===== src/rtl/mc_ctrl_if.sv =====
// rtl/mc_ctrl_if.sv - unified-memory request/ready bus between mc_ctrl and memory
interface mc_ctrl_if;
  logic        mem_req;
  logic        mem_we;
  logic        mem_ready;
  logic [31:0] inst_in;

  modport master (output mem_req, output mem_we, input mem_ready, input inst_in);
  modport slave  (input mem_req, input mem_we, output mem_ready, output inst_in);
endinterface


===== src/rtl/mc_ctrl.sv =====
// rtl/mc_ctrl.sv - multi-cycle MIPS-subset control unit with IR and memory handshake
module mc_ctrl (
  input  logic        clk,
  input  logic        rst,
  mc_ctrl_if.master   mem,
  input  logic        zero,
  output logic [25:0] inst_field,
  output logic        ALUSrc_A,
  output logic        ALUSrc_B,
  output logic [2:0]  ALU_Control,
  output logic [1:0]  Branch,
  output logic [1:0]  DatatoReg,
  output logic [1:0]  RegDst,
  output logic        RegWrite,
  output logic        PCEN,
  output logic [2:0]  state,
  output logic        illegal
);

  typedef enum logic [2:0] {
    S_RST  = 3'd0,
    S_IF   = 3'd1,
    S_ID   = 3'd2,
    S_EX   = 3'd3,
    S_MEM  = 3'd4,
    S_WB   = 3'd5,
    S_TRAP = 3'd6
  } state_t;

  localparam logic [5:0] OP_R    = 6'h00, OP_J    = 6'h02, OP_JAL  = 6'h03, OP_BEQ = 6'h04;
  localparam logic [5:0] OP_BNE  = 6'h05, OP_ADDI = 6'h08, OP_SLTI = 6'h0A, OP_ANDI = 6'h0C;
  localparam logic [5:0] OP_ORI  = 6'h0D, OP_LUI  = 6'h0F, OP_LW   = 6'h23, OP_SW   = 6'h2B;
  localparam logic [5:0] FN_SRL  = 6'h02, FN_JR   = 6'h08, FN_ADD  = 6'h20, FN_SUB  = 6'h22;
  localparam logic [5:0] FN_AND  = 6'h24, FN_OR   = 6'h25, FN_XOR  = 6'h26, FN_NOR  = 6'h27;
  localparam logic [5:0] FN_SLT  = 6'h2A;

  localparam logic [2:0] ALU_AND = 3'b000, ALU_OR  = 3'b001, ALU_ADD = 3'b010, ALU_XOR = 3'b011;
  localparam logic [2:0] ALU_NOR = 3'b100, ALU_SRL = 3'b101, ALU_SUB = 3'b110, ALU_SLT = 3'b111;

  state_t      state_q, state_d;
  logic [31:0] ir_q, ir_d;

  logic [5:0]  op, fn;
  logic        legal, dec_src_a, dec_src_b;
  logic [2:0]  dec_alu;
  logic        mem_req_c, mem_we_c;

  assign op = ir_q[31:26];
  assign fn = ir_q[5:0];

  always_ff @(posedge clk) begin
    if (rst) begin
      state_q <= S_RST;
      ir_q    <= 32'd0;
    end else begin
      state_q <= state_d;
      ir_q    <= ir_d;
    end
  end

  // ALU setup derived from IR alone; only driven out in EX/MEM/WB.
  always_comb begin
    legal     = 1'b1;
    dec_alu   = ALU_AND;
    dec_src_a = 1'b0;
    dec_src_b = 1'b0;
    case (op)
      OP_R: begin
        case (fn)
          FN_ADD: dec_alu = ALU_ADD;
          FN_SUB: dec_alu = ALU_SUB;
          FN_AND: dec_alu = ALU_AND;
          FN_OR:  dec_alu = ALU_OR;
          FN_XOR: dec_alu = ALU_XOR;
          FN_NOR: dec_alu = ALU_NOR;
          FN_SLT: dec_alu = ALU_SLT;
          FN_SRL: begin dec_alu = ALU_SRL; dec_src_a = 1'b1; end
          FN_JR:  ;
          default: legal = 1'b0;
        endcase
      end
      OP_J, OP_JAL, OP_LUI: ;
      OP_BEQ, OP_BNE:       dec_alu = ALU_SUB;
      OP_ADDI:              begin dec_alu = ALU_ADD; dec_src_b = 1'b1; end
      OP_SLTI:              begin dec_alu = ALU_SLT; dec_src_b = 1'b1; end
      OP_ANDI:              begin dec_alu = ALU_AND; dec_src_b = 1'b1; end
      OP_ORI:               begin dec_alu = ALU_OR;  dec_src_b = 1'b1; end
      OP_LW, OP_SW:         begin dec_alu = ALU_ADD; dec_src_b = 1'b1; end
      default:              legal = 1'b0;
    endcase
  end

  always_comb begin
    state_d     = state_q;
    ir_d        = ir_q;
    mem_req_c   = 1'b0;
    mem_we_c    = 1'b0;
    ALUSrc_A    = 1'b0;
    ALUSrc_B    = 1'b0;
    ALU_Control = ALU_AND;
    Branch      = 2'b00;
    DatatoReg   = 2'b00;
    RegDst      = 2'b00;
    RegWrite    = 1'b0;
    PCEN        = 1'b0;
    illegal     = 1'b0;
    case (state_q)
      S_RST: state_d = S_IF;
      S_IF: begin
        mem_req_c = 1'b1;
        if (mem.mem_ready) begin
          ir_d    = mem.inst_in;
          state_d = S_ID;
        end
      end
      S_ID: begin
        if (!legal) begin
          state_d = S_TRAP;
        end else if (op == OP_J || op == OP_JAL) begin
          PCEN    = 1'b1;
          Branch  = 2'b10;
          state_d = S_IF;
          if (op == OP_JAL) begin
            RegWrite  = 1'b1;
            RegDst    = 2'b10;
            DatatoReg = 2'b11;
          end
        end else if (op == OP_R && fn == FN_JR) begin
          PCEN    = 1'b1;
          Branch  = 2'b11;
          state_d = S_IF;
        end else if (op == OP_LUI) begin
          state_d = S_WB;
        end else begin
          state_d = S_EX;
        end
      end
      S_EX: begin
        ALUSrc_A    = dec_src_a;
        ALUSrc_B    = dec_src_b;
        ALU_Control = dec_alu;
        if (op == OP_BEQ || op == OP_BNE) begin
          PCEN    = 1'b1;
          Branch  = (zero ^ (op == OP_BNE)) ? 2'b01 : 2'b00;
          state_d = S_IF;
        end else if (op == OP_LW || op == OP_SW) begin
          state_d = S_MEM;
        end else begin
          state_d = S_WB;
        end
      end
      S_MEM: begin
        ALUSrc_A    = dec_src_a;
        ALUSrc_B    = dec_src_b;
        ALU_Control = dec_alu;
        mem_req_c   = 1'b1;
        mem_we_c    = (op == OP_SW);
        if (mem.mem_ready) begin
          PCEN    = 1'b1;
          state_d = S_IF;
          if (op == OP_LW) begin
            RegWrite  = 1'b1;
            DatatoReg = 2'b01;
          end
        end
      end
      S_WB: begin
        ALUSrc_A    = dec_src_a;
        ALUSrc_B    = dec_src_b;
        ALU_Control = dec_alu;
        RegWrite    = 1'b1;
        PCEN        = 1'b1;
        RegDst      = (op == OP_R) ? 2'b01 : 2'b00;
        DatatoReg   = (op == OP_LUI) ? 2'b10 : 2'b00;
        state_d     = S_IF;
      end
      S_TRAP: illegal = 1'b1;
      default: state_d = S_RST;
    endcase
  end

  assign mem.mem_req = mem_req_c;
  assign mem.mem_we  = mem_we_c;
  assign state       = state_q;
  assign inst_field  = (state_q == S_RST || state_q == S_TRAP) ? 26'd0 : ir_q[25:0];

endmodule


===== src/flat_wrapper.sv =====
// flat-port wrapper written by rule: the top's interface ports become plain ports
module mc_ctrl_flat 
  (clk, rst, zero, inst_field, ALUSrc_A, ALUSrc_B, ALU_Control, Branch, DatatoReg, RegDst, RegWrite, PCEN, state, illegal, mem_mem_req, mem_mem_we, mem_mem_ready, mem_inst_in);
  mc_ctrl_if mem_i ();
  input  logic clk;
  input  logic rst;
  input  logic zero;
  output logic [25:0] inst_field;
  output logic ALUSrc_A;
  output logic ALUSrc_B;
  output logic [2:0] ALU_Control;
  output logic [1:0] Branch;
  output logic [1:0] DatatoReg;
  output logic [1:0] RegDst;
  output logic RegWrite;
  output logic PCEN;
  output logic [2:0] state;
  output logic illegal;
  output wire logic [$bits(mem_i.mem_req)-1:0] mem_mem_req;
  output wire logic [$bits(mem_i.mem_we)-1:0] mem_mem_we;
  input wire logic [$bits(mem_i.mem_ready)-1:0] mem_mem_ready;
  input wire logic [$bits(mem_i.inst_in)-1:0] mem_inst_in;
  assign mem_mem_req = mem_i.mem_req;
  assign mem_mem_we = mem_i.mem_we;
  assign mem_i.mem_ready = mem_mem_ready;
  assign mem_i.inst_in = mem_inst_in;
  mc_ctrl u_core (.clk(clk), .rst(rst), .mem(mem_i), .zero(zero), .inst_field(inst_field), .ALUSrc_A(ALUSrc_A), .ALUSrc_B(ALUSrc_B), .ALU_Control(ALU_Control), .Branch(Branch), .DatatoReg(DatatoReg), .RegDst(RegDst), .RegWrite(RegWrite), .PCEN(PCEN), .state(state), .illegal(illegal));
endmodule

===== config.mk =====
export PLATFORM = sky130hd
export DESIGN_NAME = mc_ctrl_flat
export DESIGN_NICKNAME = d
export VERILOG_FILES = /design/src/rtl/mc_ctrl_if.sv /design/src/rtl/mc_ctrl.sv /design/src/flat_wrapper.sv
export SDC_FILE = /design/constraint.sdc
export NUM_CORES = 1
export LEC_CHECK = 0
export CAP_MARGIN = 40
export CORE_MARGIN = 5
export CORE_UTILIZATION = 43
export CTS_CLUSTER_DIAMETER = 200
export DETAILED_ROUTE_END_ITERATION = 10
export MAX_ROUTING_LAYER = met4
export PLACE_DENSITY = 0.77
export SLEW_MARGIN = 20
export SYNTH_ARGS = -nofsm -noshare
export SYNTH_HDL_FRONTEND = slang
export SYNTH_SLANG_ARGS = --single-unit

===== constraint.sdc =====
create_clock -name clk -period 2.55 [get_ports clk]
set_clock_uncertainty 0.1 [all_clocks]
set_input_delay 0.51 -clock clk [delete_from_list [all_inputs] [get_ports clk]]
set_output_delay 0.51 -clock clk [all_outputs]
set_load 0.02 [all_outputs]

## Word-level counts from Yosys, hierarchy flattened

Index checks and enable logic that the tools add are counted.
Widths: inputs -> output; s select.

- Eq/ne operators: 28
- Reductions and logical operators: 17
- Mux-type cells: 53
- Bitwise operators: 2

Operators with widths:

| operator | number |
|---|---|
| $eq 6x6->1 const B | 9 |
| $eq 6x4->1 const B | 6 |
| $mux 26 | 1 |
| $mux 2 | 12 |
| $mux 3 | 8 |
| $mux 1 | 23 |
| $pmux 3 s7 | 1 |
| $eq 6x2->1 const B | 3 |
| $pmux 3 s6 | 1 |
| $pmux 3 s5 | 1 |
| $eq 6x3->1 const B | 2 |
| $reduce_or 11->1 | 1 |
| $eq 3x3->1 const B | 3 |
| $reduce_or 9->1 | 1 |
| $pmux 2 s2 | 2 |
| $eq 3x2->1 const B | 2 |
| $logic_not 6->1 | 1 |
| $pmux 2 s3 | 1 |
| $reduce_or 2->1 | 3 |
| $reduce_or 3->1 | 2 |
| $reduce_or 6->1 | 1 |
| $logic_or 1x1->1 | 4 |
| $ne 2x2->1 const B | 2 |
| $pmux 1 s4 | 1 |
| other kinds (9) | 9 |

- Bits in registers: 35
- Logic and storage cells: 102
- Output and inout bits: 45
- Bits of input ports: 36

## Longest topological paths before layout

Gate-level depths: netlist (run 1).

- Word-level depth: 6
- Mapped depth: 7
- Gate-level depth less buffers: 6

## Worst setup path after synthesis (run 1)

No wires, ideal clock.

- Path kind: reg-to-output
- Start: reg u_core.state_q[1], in the netlist u_core.state[1]
- End: out PCEN
- Stages on the path, launching flop included: 7
- Arrival: 2134 ps
- Path buffers: 1
- Required time: 1940 ps
- Setup slack: -194 ps
- Path through: dfxtp_1 buf_2 clkinv_1 nor3_1 o2111ai_1 a21oi_1 o21ba_2

- Longest elaborated chain between the ends: 2
- Elaborated cells between the ends (all ways): 5
- Classes of those cells: eq/ne: 4; mux: 1

RTL lines:

| element | line | source |
|---|---|---|
| from (decl) | mc_ctrl.sv:40 | `state_t state_q, state_d;` |
| from (signal assigned) | mc_ctrl.sv:56 | `state_q <= state_d;` |
| $eq 3x3->1 or $eq 3x2->1 (tied branches) | mc_ctrl.sv:107 | `case (state_q)` |
| $pmux 1 s4 * | mc_ctrl.sv:107 |  |
| to (decl) | flat_wrapper.sv:16 | `output logic PCEN;` |

Every way passes the cells marked *; elsewhere a longest branch is shown, timed or not.

## Worst setup path after layout (run 1)

- Start: reg u_core.ir_q[31]
- End: out ALU_Control[2]

- Longest elaborated chain between the ends: 4
- Elaborated cells between the ends (all ways): 12
- Classes of those cells: eq/ne: 7; mux: 2; reduce/logical: 3

RTL lines:

| element | line | source |
|---|---|---|
| from (decl) | mc_ctrl.sv:41 | `logic [31:0] ir_q, ir_d;` |
| from (signal assigned) | mc_ctrl.sv:57 | `ir_q <= ir_d;` |
| $eq 6x4->1, or another cell as far along | mc_ctrl.sv:67 | `case (op)` |
| $reduce_or 3->1 (no source line) or $reduce_or 2->1 (tied branches) | n/a |  |
| $pmux 3 s5 * | mc_ctrl.sv:67 |  |
| $mux 3 * | mc_ctrl.sv:107 |  |
| to (decl) | flat_wrapper.sv:11 | `output logic [2:0] ALU_Control;` |

Marked as above.

==> impl_metrics.yaml, run 1 <==
run_status:
  status: "complete, but fails checks"
  violations: "negative setup slack"
timing:
  max_clock_freq_ghz: 0.363
  setup_ws_ns: -0.207
  rsz0062_at_grt: "true"
  timing.final.hold_violations: 0
  slew_headroom_pct: 64.3
  setup_violations: 9
  period_share_pct: 108
  whs_ns: 0.350
  slew_violations: 0
  worst_slew_pin_slew_ns: 0.534
  fin_crit_ns: 2.76
logic_synthesis:
  synth_top_area_cell: "dfxtp_1"
  synth.most_common_cell: "nand2_1"
  synth_area_sq_um: 2250
  synth-async-reset-ratio_pct: 0
  synth-edff-count: 0
  ys_warn_count: 0
  synth_common_cells: "77 x nand2_1, 50 x a21oi_1, 35 x dfxtp_1"
  yosys_register_bits: 35
  synth_area_leaders: "dfxtp_1 31%, nand2_1 13%, a21oi_1 11%, nor2b_1 8.3%, clkbuf_1 3.3%"
  synth.distinct_cells: 50
  synth.net_count: 367
  ys.flop_type: "dfxtp_1"
  synth_top_area_share_pct: 31.1
  syn_avg_cell_area_sq_um: 6.86
  syn_inst: 328
  ys_seq_area_share_pct: 31.1
drt:
  dr_total_vias: 2744
  initialDrtViolationCount: 232
  post_drt_wl_per_cell_um: 15.1
  wirelength_mm: 7.78
  final_antenna_net_count: 0
  drcViolationCount: 0
  drt-vias-per-instance: 5.33
  detail_route.first_pass.iterations: 4
clock_tree:
  numCtsBuffers: 5
  clk_pin_slew_ns: 0.07
  htreeDepth: 2
  clock-sinks: 35
  root_buffer: "clkbuf_8"
  clk_latency_ns: 0.28
  cts_tree: "done"
  clockBufferDepth: 2
cells_and_area:
  syn_to_final_growth_pct: 64.6
  drive_above_1_share_pct: 27.2
  finalNetCount: 485
  post-route-cell-area_sq_um: 3700
  final_cells: 515
  n_antenna_cell: 0
global_routing:
  grt_pass1_vias: 2584
  grt_max_degree: 33
  grt_pass1_wl_mm: 11.8
  grt_overflow: 0
  gr-usage-all-layers_pct: 22.6
  antenna_found_initial: 0
worst_hold_path:
  worstHoldEndpoint: "u_core.ir_q[18]"
  min-delay-start: "u_core.ir_q[18]"
  hp-class: "register to register"
  worstHoldPathCells: 2
critical_path:
  cp_slowest_stage_delay_ns: 0.61
  cp-start-kind: "register"
  r2r_cells: 7
  reg2reg_slack_ns: 0.64
  critical-path-top-delay-family: "simple AND/OR/NAND/NOR gates"
  critPathArrivalTime_ns: 2.15
  cp_cell_sequence: "or4_4 > a211oi_2 > o21ai_2 > or3_1 > a21oi_2 > buf_4"
  path_buf_inv: 1
  reg2reg_from: "u_core.ir_q[31]"
  worst_r2r_endpoint: "u_core.state[2]"
  crit_required_ns: 1.94
  crit_type: "register to output pin"
  crit_fanout: 5
  cp_slowest_cell: "or4_4"
  crit_path_end_kind: "output pin"
  cp.depth: 6
floorplanning:
  dieHeight_um: 82.3
  dieArea_sq_um: 6780
  coreArea_sq_um: 5110
  rows: 26
  die_x_um: 82.3
  ios: 81
  start_util_pct: 44.0
place:
  port_buffers: 80
  place_area_sq_um: 3460
  dp_cells: 505
  routabilityCongestion: 0.926
  hpwlAfterDp_mm: 5.35
pwr:
  power_density_nw_per_um2: 509
  finalPower_mw: 1.88
  leakage_nw: 1.52
  ir_drop_uv: 377
job:
  max_cap_violations: 0
==> final cells by class <==
class,instances,area [sq um]
clock buffers,5,68.8
clock inverters,1,7.51
fillers,430,1410
inverters,8,30.0
multi-input cells,257,1580
flip-flops and latches,35,711
well taps,70,87.6
repair buffers,139,1220
==> what timing repair did <==
action | in CTS | in global routing
setup buffers | 3 | 1
hold endpoints to repair | 0 | 0
gates cloned | 0 | 0
hold buffers | 0 | 0
endpoints found under the setup margin | 40 | 15
gates resized for setup | 109 | 31
pin swaps | 9 | 7
==> routing by layer <==
metal	GRT usage, %	vias to the layer above	share of wire, %
met5	-	-	0
met4	3.99	0	1.5
met3	5.53	14	6.7
met2	38.9	106	51
met1	27.0	1276	41
li1	-	1348	-
==> worst max-delay path by stage <==
| stage | endpoint | slack [ns] | startpoint |
|---|---|---|---|
| finish | ALU_Control[2] | -0.21 | u_core.ir_q[31] |
| CTS | Branch[0] | -0.19 | u_core.ir_q[28] |
| global placement | ALU_Control[2] | -0.37 | u_core.ir_q[28] |
| detailed placement | Branch[0] | -0.41 | u_core.ir_q[28] |
| global route | ALU_Control[2] | -0.28 | u_core.ir_q[31] |
| floorplan | PCEN | -0.07 | u_core.state[1] |
==> power by group <==
group          switching (mW)  internal [mW]
Combinational           0.465          0.404
Sequential             0.0344          0.599
Clock                   0.199          0.181
==> through the flow <==
stage / setup slack, ns / setup TNS (ns) / util, %
floorplan: -0.0687 / -0.0687 / -
global placement: -0.370 / -2.66 / 67.8
detailed placement: -0.413 / -3.10 / 67.8
CTS: -0.193 / -0.476 / 70.4
global route: -0.275 / -1.62 / 72.5
finish: -0.207 / -0.882 / 72.5
==> flip-flops by register name, summed over array words and instances (netlist names) <==
register,count
u_core.state,3
u_core.ir_q,32
==> cells in the final DEF (no fill, tap or decap), drive strengths merged, types with 2 or more instances in the layout <==
cell type,count
dfxtp,35
a211oi,4
o22ai,2
nor2b,30
xnor2,3
a31o,2
o21a,2
nand3,5
nor3,5
or3b,2
a31oi,2
buf,71
or2,2
a21boi,3
o21ai,7
inv,7
or3,5
clkdlybuf4s50,40
dlygate4sd2,24
nor4,4
o211ai,3
clkbuf,5
nor2,14
clkdlybuf4s15,4
or4,2
a21oi,50
nand4,2
nand2b,10
nand2,77
ha,3
==> worst min-delay path: stages (launching register included) <==
cell and delay (ns):
dfxtp_1 0.31, nand2_1 0.05, a21oi_1 0.05
==> cells by family (layout without fill, tap and decap cells) <==
logic type | after synthesis | count (layout) | synth area share, %
compound gates | 86 | 86 | 23.2
mux | 1 | 1 | 0.445
flops | 35 | 35 | 31.1
xor+xnor | 3 | 3 | 1.17
buf+inv | 36 | 153 | 6.67
fa+ha+maj | 4 | 4 | 2.11
simple gates | 163 | 163 | 35.3
(Power assumes the default switching activity.)
==> inputs of run 2 (changes only) <==
Settings changed: HOLD_SLACK_MARGIN set to 0.03, SKIP_CTS_REPAIR_TIMING set to 1.
==> impl_metrics.yaml, run 2 (same netlist as run 1, synthesis figures left out) <==
run_status:
  status: "complete, but fails checks"
  violations: "negative setup slack"
cells_and_area:
  largest_reg_flops: 32
  finalNetCount: 488
  fill_cells: 391
  syn_to_final_growth_pct: 70.7
  final_cell_mix: "75 x nand2_1, 58 x buf_4, 45 x a21oi_1"
  drive_above_1_share_pct: 27.7
  regMostFlops: "u_core.ir_q"
  final_common_cell: "nand2_1"
  n_antenna_cell: 0
clock_tree:
  clk_pin_slew_ns: 0.07
  htreeDepth: 2
  cts_tree: "done"
  clockBufferDepth: 2
  clk_latency_ns: 0.28
  clock-sinks: 35
  root_buffer: "clkbuf_8"
  numCtsBuffers: 5
drt:
  final_antenna_net_count: 0
  dr_total_vias: 2785
  initialDrtViolationCount: 283
  drt-vias-per-instance: 5.38
  wirelength_mm: 8.02
  drcViolationCount: 0
  detail_route.first_pass.iterations: 5
  post_drt_wl_per_cell_um: 15.5
global_routing:
  grt_max_degree: 33
  gr-usage-all-layers_pct: 21.7
  grt_overflow: 0
  antenna_found_initial: 0
  grt_pass1_vias: 2479
  grt_pass1_wl_mm: 11.3
floorplanning:
  dieArea_sq_um: 6780
  start_util_pct: 44.0
  coreArea_sq_um: 5110
  ios: 81
  rows: 26
  dieHeight_um: 82.3
  die_x_um: 82.3
critical_path:
  crit_fanout: 5
  crit_path_end_kind: "output pin"
  cp_slowest_stage_delay_ns: 0.60
  critPathArrivalTime_ns: 2.16
  crit_type: "register to output pin"
  critical-path-top-delay-family: "simple AND/OR/NAND/NOR gates"
  path_buf_inv: 1
  cp-start-kind: "register"
  cp_slowest_cell: "or4_4"
  crit_required_ns: 1.94
  cp_cell_sequence: "or4_4 > nor4_2 > a21boi_2 > o21a_1 > dlymetal6s2s_1"
  reg2reg_slack_ns: 0.55
worst_hold_path:
  hp-class: "register to register"
timing:
  fin_crit_ns: 2.77
  worst_slew_pin_slew_ns: 0.543
  whs_ns: 0.349
  setup_violations: 9
  rsz0062_at_grt: "true"
  max_clock_freq_ghz: 0.361
  slew_violations: 0
  slew_headroom_pct: 63.7
  setup_ws_ns: -0.217
  period_share_pct: 109
  timing.final.hold_violations: 0
  tns_ns: -0.902
pwr:
  ir_drop_uv: 343
  leakage_nw: 1.96
  power_density_nw_per_um2: 495
job:
  max_cap_violations: 0
place:
  dp_slack_ns: -0.413
  routabilityCongestion: 0.926
  hpwlAfterDp_mm: 5.35
  port_buffers: 80
## run 2: report_power, final
group          total (mW)  internal (mW)  switching [mW]  leakage, nW
combinational       0.893          0.425           0.468         1.63
sequential          0.634          0.599          0.0346        0.288
clock               0.375          0.181           0.194       0.0361
total                1.90           1.21           0.697         1.96
## run 2: routing by layer
metal,global-route usage (%),wire (um),vias up,part of all wire (%)
li1,-,-,1354,-
met1,26.0,3220,1274,40
met2,36.9,4020,134,50
met3,6.07,611,23,7.6
met4,3.49,165,0,2.1
met5,-,0,-,0
## run 2: worst register-to-register path, stage by stage (launching register included)
cell and delay (ns):
dfxtp_4 0.36, buf_4 0.14, buf_4 0.14, nor3b_1 0.28, buf_4 0.17, nand2_1 0.05
a31o_2 0.27, a211o_1 0.26, nor2b_1 0.12
## run 2: layout make-up
cell class	count	area [sq um]	share of cell area (%)
multi-input cells	257	1570	40.9
repair buffers	142	1360	35.5
flip-flops and latches	35	713	18.6
well taps	70	87.6	2.28
clock buffers	5	68.8	1.79
inverters	8	30.0	0.782
clock inverters	1	7.51	0.196
## run 2: stage by stage
stage	utilization (%)	total power [mW]	instances	instance area, sq um
2_1_floorplan	-	1.06	328	2270
3_3_place_gp	67.8	1.41	505	3460
3_5_place_dp	67.8	1.43	505	3460
4_1_cts	69.3	1.81	511	3540
5_1_grt	75.2	2.01	518	3840
6_report	75.2	1.90	518	3840
## run 2: worst paths after layout
path	from	to	cells past startpoint
hold reg to reg	u_core.ir_q[19]	u_core.ir_q[19]	2
setup / recovery	u_core.ir_q[28]	Branch[0]	5
hold / removal	u_core.ir_q[19]	u_core.ir_q[19]	2
setup reg to reg	u_core.ir_q[27]	u_core.state[2]	8
